$ cat config.mk
export PLATFORM = sky130hd
export DESIGN_NAME = vga_fetch_arbiter
export DESIGN_NICKNAME = d
export VERILOG_FILES = /design/src/rtl/vga_pkg.sv /design/src/rtl/vga_row_tracker.sv /design/src/rtl/vga_fetch_arbiter.sv
export SDC_FILE = /design/constraint.sdc
export NUM_CORES = 1
export LEC_CHECK = 0
export CORE_AREA = 4 4 104 126
export DETAILED_ROUTE_END_ITERATION = 7
export DIE_AREA = 0 0 108 130
export DONT_BUFFER_PORTS = 1
export PLACE_DENSITY = 0.93
export SLEW_MARGIN = 20
export SYNTH_ARGS = -nofsm -noshare
export SYNTH_HDL_FRONTEND = slang
export SYNTH_HIERARCHICAL = 1
export SYNTH_SLANG_ARGS = --single-unit
$ cat constraint.sdc
create_clock -name dclk -period 3.75 [get_ports dclk]
set_input_delay 0.75 -clock dclk [delete_from_list [all_inputs] [get_ports dclk]]
set_output_delay 0.75 -clock dclk [all_outputs]
set_load 0.005 [all_outputs]
$ cat src/rtl/vga_pkg.sv
// Shared timing constants, arbiter state encoding and row address type for the
// video row-memory fetch path.
`timescale 1ns/1ps
package vga_pkg;

    localparam int unsigned VACTIVE       = 480;
    localparam int unsigned VLINES        = 525;
    localparam int unsigned LINES_PER_ROW = 20;
    localparam int unsigned ROWS          = 24;
    localparam int unsigned ADDR_W        = 5;
    localparam int unsigned DATA_W        = 64;

    typedef logic [ADDR_W-1:0] row_addr_t;

    typedef enum logic [1:0] {
        StIdle,
        StCpuWr,
        StFetchRd,
        StFetchWait
    } arb_state_t;

endpackage

$ cat src/rtl/vga_row_tracker.sv
// Follows line_start/vline with phase and row counters and flags the line that must
// prefetch the next bitmap row and the line on which that row goes on screen.
`timescale 1ns/1ps
module vga_row_tracker #(
    parameter int unsigned ROWS          = vga_pkg::ROWS,
    parameter int unsigned ADDR_W        = vga_pkg::ADDR_W,
    parameter int unsigned LINES_PER_ROW = vga_pkg::LINES_PER_ROW,
    parameter int unsigned VACTIVE       = vga_pkg::VACTIVE,
    parameter int unsigned VLINES        = vga_pkg::VLINES
) (
    input  logic              dclk,
    input  logic              clr,
    input  logic              line_start,
    input  logic [9:0]        vline,
    output logic              fetch_trigger,
    output logic              swap_now,
    output logic [ADDR_W-1:0] fetch_row
);
    import vga_pkg::*;

    localparam int unsigned PHASE_W = $clog2(LINES_PER_ROW);
    // Rows actually shown, never more than the memory holds.
    localparam int unsigned LAST_ROW =
        (VACTIVE / LINES_PER_ROW < ROWS) ? VACTIVE / LINES_PER_ROW : ROWS;

    // phase/row describe N = vline + 1 of the next line_start: N % LINES_PER_ROW and
    // N / LINES_PER_ROW. Reset value matches the line_start with vline = VLINES-1.
    logic [PHASE_W-1:0] phase;
    logic [ADDR_W-1:0]  row;
    logic               wrap;
    logic               row_active;

    always_comb begin
        wrap          = line_start && (vline == 10'(VLINES - 1));
        row_active    = (row < ADDR_W'(LAST_ROW));
        fetch_trigger = line_start && (wrap || ((phase == '0) && row_active));
        fetch_row     = wrap ? '0 : row;
        // Phase 1 means the previous line_start had N % LINES_PER_ROW == 0, i.e. this
        // line's vline sits on a band boundary.
        swap_now      = line_start && !wrap && (phase == PHASE_W'(1)) && row_active;
    end

    always_ff @(posedge dclk) begin
        if (clr) begin
            phase <= '0;
            row   <= '0;
        end else if (line_start) begin
            if (wrap) begin
                phase <= PHASE_W'(1);
                row   <= '0;
            end else if (phase == PHASE_W'(LINES_PER_ROW - 1)) begin
                phase <= '0;
                if (row_active) begin
                    row <= row + ADDR_W'(1);
                end
            end else begin
                phase <= phase + PHASE_W'(1);
            end
        end
    end

endmodule

$ cat src/rtl/vga_fetch_arbiter.sv
// Arbitrates the single-port row memory between display prefetch (priority) and CPU
// writes, and double-buffers the fetched row word into vdata at each band boundary.
`timescale 1ns/1ps
module vga_fetch_arbiter #(
    parameter int unsigned ROWS          = vga_pkg::ROWS,
    parameter int unsigned ADDR_W        = vga_pkg::ADDR_W,
    parameter int unsigned DATA_W        = vga_pkg::DATA_W,
    parameter int unsigned LINES_PER_ROW = vga_pkg::LINES_PER_ROW,
    parameter int unsigned VACTIVE       = vga_pkg::VACTIVE,
    parameter int unsigned VLINES        = vga_pkg::VLINES
) (
    input  logic              dclk,
    input  logic              clr,
    input  logic              line_start,
    input  logic [9:0]        vline,
    input  logic              cpu_req,
    input  logic [ADDR_W-1:0] cpu_addr,
    input  logic [DATA_W-1:0] cpu_wdata,
    output logic              cpu_ack,
    output logic              mem_en,
    output logic              mem_we,
    output logic [ADDR_W-1:0] mem_addr,
    output logic [DATA_W-1:0] mem_wdata,
    input  logic [DATA_W-1:0] mem_rdata,
    output logic [DATA_W-1:0] vdata,
    input  logic              miss_clr,
    output logic              fetch_miss
);
    import vga_pkg::*;

    logic              fetch_trigger;
    logic              swap_now;
    logic [ADDR_W-1:0] trig_row;

    arb_state_t        state;
    logic [ADDR_W-1:0] frow;
    logic [DATA_W-1:0] stage;
    logic              pending;

    vga_row_tracker #(
        .ROWS          (ROWS),
        .ADDR_W        (ADDR_W),
        .LINES_PER_ROW (LINES_PER_ROW),
        .VACTIVE       (VACTIVE),
        .VLINES        (VLINES)
    ) u_row_tracker (
        .dclk          (dclk),
        .clr           (clr),
        .line_start    (line_start),
        .vline         (vline),
        .fetch_trigger (fetch_trigger),
        .swap_now      (swap_now),
        .fetch_row     (trig_row)
    );

    always_ff @(posedge dclk) begin
        if (clr) begin
            state      <= StIdle;
            frow       <= '0;
            stage      <= '0;
            pending    <= 1'b0;
            vdata      <= '0;
            fetch_miss <= 1'b0;
            cpu_ack    <= 1'b0;
            mem_en     <= 1'b0;
            mem_we     <= 1'b0;
            mem_addr   <= '0;
            mem_wdata  <= '0;
        end else begin
            cpu_ack <= 1'b0;
            mem_en  <= 1'b0;
            mem_we  <= 1'b0;

            // A later trigger simply retargets the outstanding fetch.
            if (fetch_trigger) begin
                frow <= trig_row;
            end

            case (state)
                StIdle: begin
                    if (pending) begin
                        state    <= StFetchRd;
                        mem_en   <= 1'b1;
                        mem_addr <= frow;
                    end else if (cpu_req) begin
                        state     <= StCpuWr;
                        mem_en    <= 1'b1;
                        mem_we    <= 1'b1;
                        mem_addr  <= cpu_addr;
                        mem_wdata <= cpu_wdata;
                        cpu_ack   <= 1'b1;
                    end
                end
                StCpuWr: begin
                    state <= StIdle;
                end
                StFetchRd: begin
                    state <= StFetchWait;
                end
                StFetchWait: begin
                    stage <= mem_rdata;
                    state <= StIdle;
                end
                default: begin
                    state <= StIdle;
                end
            endcase

            if (fetch_trigger) begin
                pending <= 1'b1;
            end else if (swap_now || (state == StFetchWait)) begin
                pending <= 1'b0;
            end

            // A fetch still outstanding at its swap line keeps the old word on screen.
            if (swap_now && !pending) begin
                vdata <= stage;
            end

            if (swap_now && pending) begin
                fetch_miss <= 1'b1;
            end else if (miss_clr) begin
                fetch_miss <= 1'b0;
            end
        end
    end

endmodule
==> insert_results.sql <==
INSERT INTO impl_metrics (metric_group, metric, value, unit) VALUES
('outcome', 'run_status', 'complete, no violations', ''),
('global_route', 'initial_antenna_violation_count', '1', ''),
('route', 'avgRoutedWirePerCell', '17.2', 'µm'),
('synthesis', 'avgSynthCellArea', '8.07', 'µm²'),
('die', 'std_cell_rows', '44', ''),
('power', 'p_total', '0.00463', 'W'),
('cts', 'clockBufferDepth', '3', ''),
('die', 'die_width', '108', 'µm'),
('cts', 'cts-htree-levels', '1', ''),
('sta', 'rsz0062_at_grt', 'no', ''),
('synthesis', 'yosys.area_share.xor_xnor', '0.111', '%'),
('sta', 'skew', '0.0206', 'ns'),
('route', 'met2RoutedLength', '9.61', 'mm'),
('route', 'drc', '0', ''),
('sta', 'finalHoldViolations', '0', ''),
('worst_setup_path', 'critical_path.startpoint', 'u_row_tracker/phase[2]', ''),
('power', 'cellPowerDensity', '549', 'mW/mm²'),
('synthesis', 'synth-warning-count', '6', ''),
('sta', 'number_of_slew_limit_violations_in_the_final_report', '0', ''),
('worst_setup_path', 'r2r.worst_path.cells', '7', ''),
('worst_setup_path', 'critical_path_peak_fanout', '37', ''),
('placed_design', 'place_congestion', '0.835', ''),
('worst_setup_path', 'critical_path_required', '4.10', 'ns'),
('global_route', 'maximum_number_of_pins_on_one_net_before_global_route_repair', '213', ''),
('synthesis', 'register_area_share_after_synthesis', '55.4', '%'),
('route', 'detailroute.via_count', '6363', ''),
('cts', 'clk_pin_slew', '0.06', 'ns'),
('route', 'detail_route.vias_per_cell', '5.76', ''),
('sta', 'max_freq', '450', 'MHz'),
('cts', 'clock_sink_count', '218', ''),
('route', 'dr_wl_met3', '1.90', 'mm'),
('global_route', 'global_route.overflow_total', '0', ''),
('cts', 'cts-buffers-inserted', '21', ''),
('synthesis', 'syn-cell-area', '0.00787', 'mm²'),
('sta', 'timing.slew.headroom', '48.0', '%'),
('cells_and_area', 'drive_gt1_share', '5.10', '%'),
('route', 'drt_pre_antenna_iters', '5', ''),
('synthesis', 'synth.top_cells.by_area', 'sky130_fd_sc_hd__dfxtp_1, sky130_fd_sc_hd__nand2_1, sky130_fd_sc_hd__a21oi_1', ''),
('route', 'first_iter_violations', '469', ''),
('power', 'ir_worst_vdd', '0.404', 'mV'),
('synthesis', 'synth_top_cell_area_share', '55.4', '%'),
('worst_setup_path', 'critPathCaptureType', 'flip-flop', ''),
('cts', 'postCtsSetupRepairBufs', '0', ''),
('cells_and_area', 'mostFrequentLayoutCell', 'sky130_fd_sc_hd__nand2_1', ''),
('worst_setup_path', 'critPathArrivalTime', '2.57', 'ns'),
('synthesis', 'synth_top_family_by_area', 'simple AND/OR/NAND/NOR gates', ''),
('cts', 'clkLatencyLatePin', '0.48', 'ns'),
('cts', 'cts_tree', 'built', ''),
('cells_and_area', 'area.growth.synth_to_final', '7.01', '%'),
('job', 'max_cap_violations', '0', ''),
('cts', 'cts.hold.buffers_added', '0', ''),
('sta', 'worst_pin_slew', '0.780', 'ns'),
('synthesis', 'synth_area_leader_cell', 'sky130_fd_sc_hd__dfxtp_1', ''),
('sta', 'min_period_over_period', '59.3', '%'),
('die', 'io_pins', '285', ''),
('synthesis', 'synthAdderAreaFrac', '0.636', '%'),
('placed_design', 'dp_hpwl', '12.7', 'mm'),
('sta', 'final.setup.tns', '0', 'ns'),
('synthesis', 'synth.ff_latch_count', '218', ''),
('power', 'leakagePower', '2.86', 'nW'),
('die', 'core', '0.0119', 'mm²'),
('worst_setup_path', 'timing.rr.start', 'u_row_tracker/phase[2]', ''),
('die', 'die_h', '130', 'µm'),
('route', 'dr.max_layer_used', 'met4', ''),
('worst_setup_path', 'crit_type', 'flip-flop to flip-flop', ''),
('cells_and_area', 'finalNetCount', '1083', ''),
('synthesis', 'dominantRegCellSynth', 'sky130_fd_sc_hd__dfxtp_1', ''),
('synthesis', 'ys_types', '45', ''),
('sta', 'postLayoutSetupSlackWorst', '1.53', 'ns'),
('global_route', 'grt_pass1_vias', '5895', ''),
('sta', 'report.final.setup_viol', '0', '');
registers in the layout, summed over array words and instances (netlist names), 2 cells and up:
signal / cells
mem_wdata: 64
frow: 5
u_row_tracker/phase: 5
mem_addr: 5
state: 2
stage: 64
u_row_tracker/row: 5
vdata: 64
logic make-up after synthesis:
family                     count (synthesis)
buffers and inverters                     78
DFF                                      218
AOI/OAI and AO/OA                        223
and+or+nand+nor                          441
muxes                                     10
xor gates and xnor gates                   1
adders and majority gates                  4
per-layer routing:
metal  vias up  global-route usage [%]
li1       3088                       -
met1      2948                    28.9
met2       275                    44.7
met3        52                    8.56
met4         0                    8.47
met5         -                       0
through the flow:
step                hold WS [ns]  cells  utilization, %  cell area [µm²]
detailed placement         0.436   1069            65.3             7800
global placement           0.432   1069            65.3             7800
CTS                        0.334   1103            70.5             8420
floorplan                  0.432    975               -             7870
finish                     0.355   1104            70.5             8420
global route               0.332   1104            70.5             8420
how the worst min path moves through the flow:
stage | from | end | slack, ns | cells past startpoint
2_1_floorplan | stage[0] | vdata[0] | 0.43 | 2
3_3_place_gp | stage[20] | vdata[20] | 0.43 | 2
3_5_place_dp | stage[19] | vdata[19] | 0.44 | 2
4_1_cts | clr | fetch_miss | 0.33 | 1
5_1_grt | clr | u_row_tracker/phase[0] | 0.33 | 1
6_report | clr | u_row_tracker/phase[0] | 0.35 | 1
critical path, stage by stage (launching register included):
cell and delay (ns):
sky130_fd_sc_hd__dfxtp_1 0.37, sky130_fd_sc_hd__nand2b_4 0.19, sky130_fd_sc_hd__nor4_1 0.35, sky130_fd_sc_hd__and3_1 0.31
sky130_fd_sc_hd__nand2b_2 0.37, sky130_fd_sc_hd__buf_12 0.32, sky130_fd_sc_hd__nand2_1 0.10, sky130_fd_sc_hd__a21oi_1 0.07
cell type report:
| type | instances | area [µm²] |
|---|---|---|
| Sequential cell | 218 | 4360 |
| Multi-Input combinational cell | 679 | 3150 |
| Clock inverter | 3 | 17.5 |
| Antenna cell | 1 | 2.50 |
| Fill cell | 921 | 3520 |
| Clock buffer | 31 | 603 |
| Timing Repair Buffer | 5 | 62.6 |
| Inverter | 6 | 22.5 |
| Tap cell | 161 | 201 |
cells in the mapped netlist (all sizes together), types with 4 or more instances:
cell / instances
mux2i: 10
a21oi: 204
dfxtp: 218
and2: 8
nor2: 13
clkbuf: 30
inv: 6
nand2: 388
a211oi: 6
nor3: 4
buf: 42
ha: 4
power by group:
| group | switching [W] | total [W] | internal, W |
|---|---|---|---|
| sequential | 0.0000769 | 0.00248 | 0.00240 |
| clock | 0.000809 | 0.00191 | 0.00111 |
| combinational | 0.000155 | 0.000237 | 0.0000818 |
(Power assumes the default switching activity.)
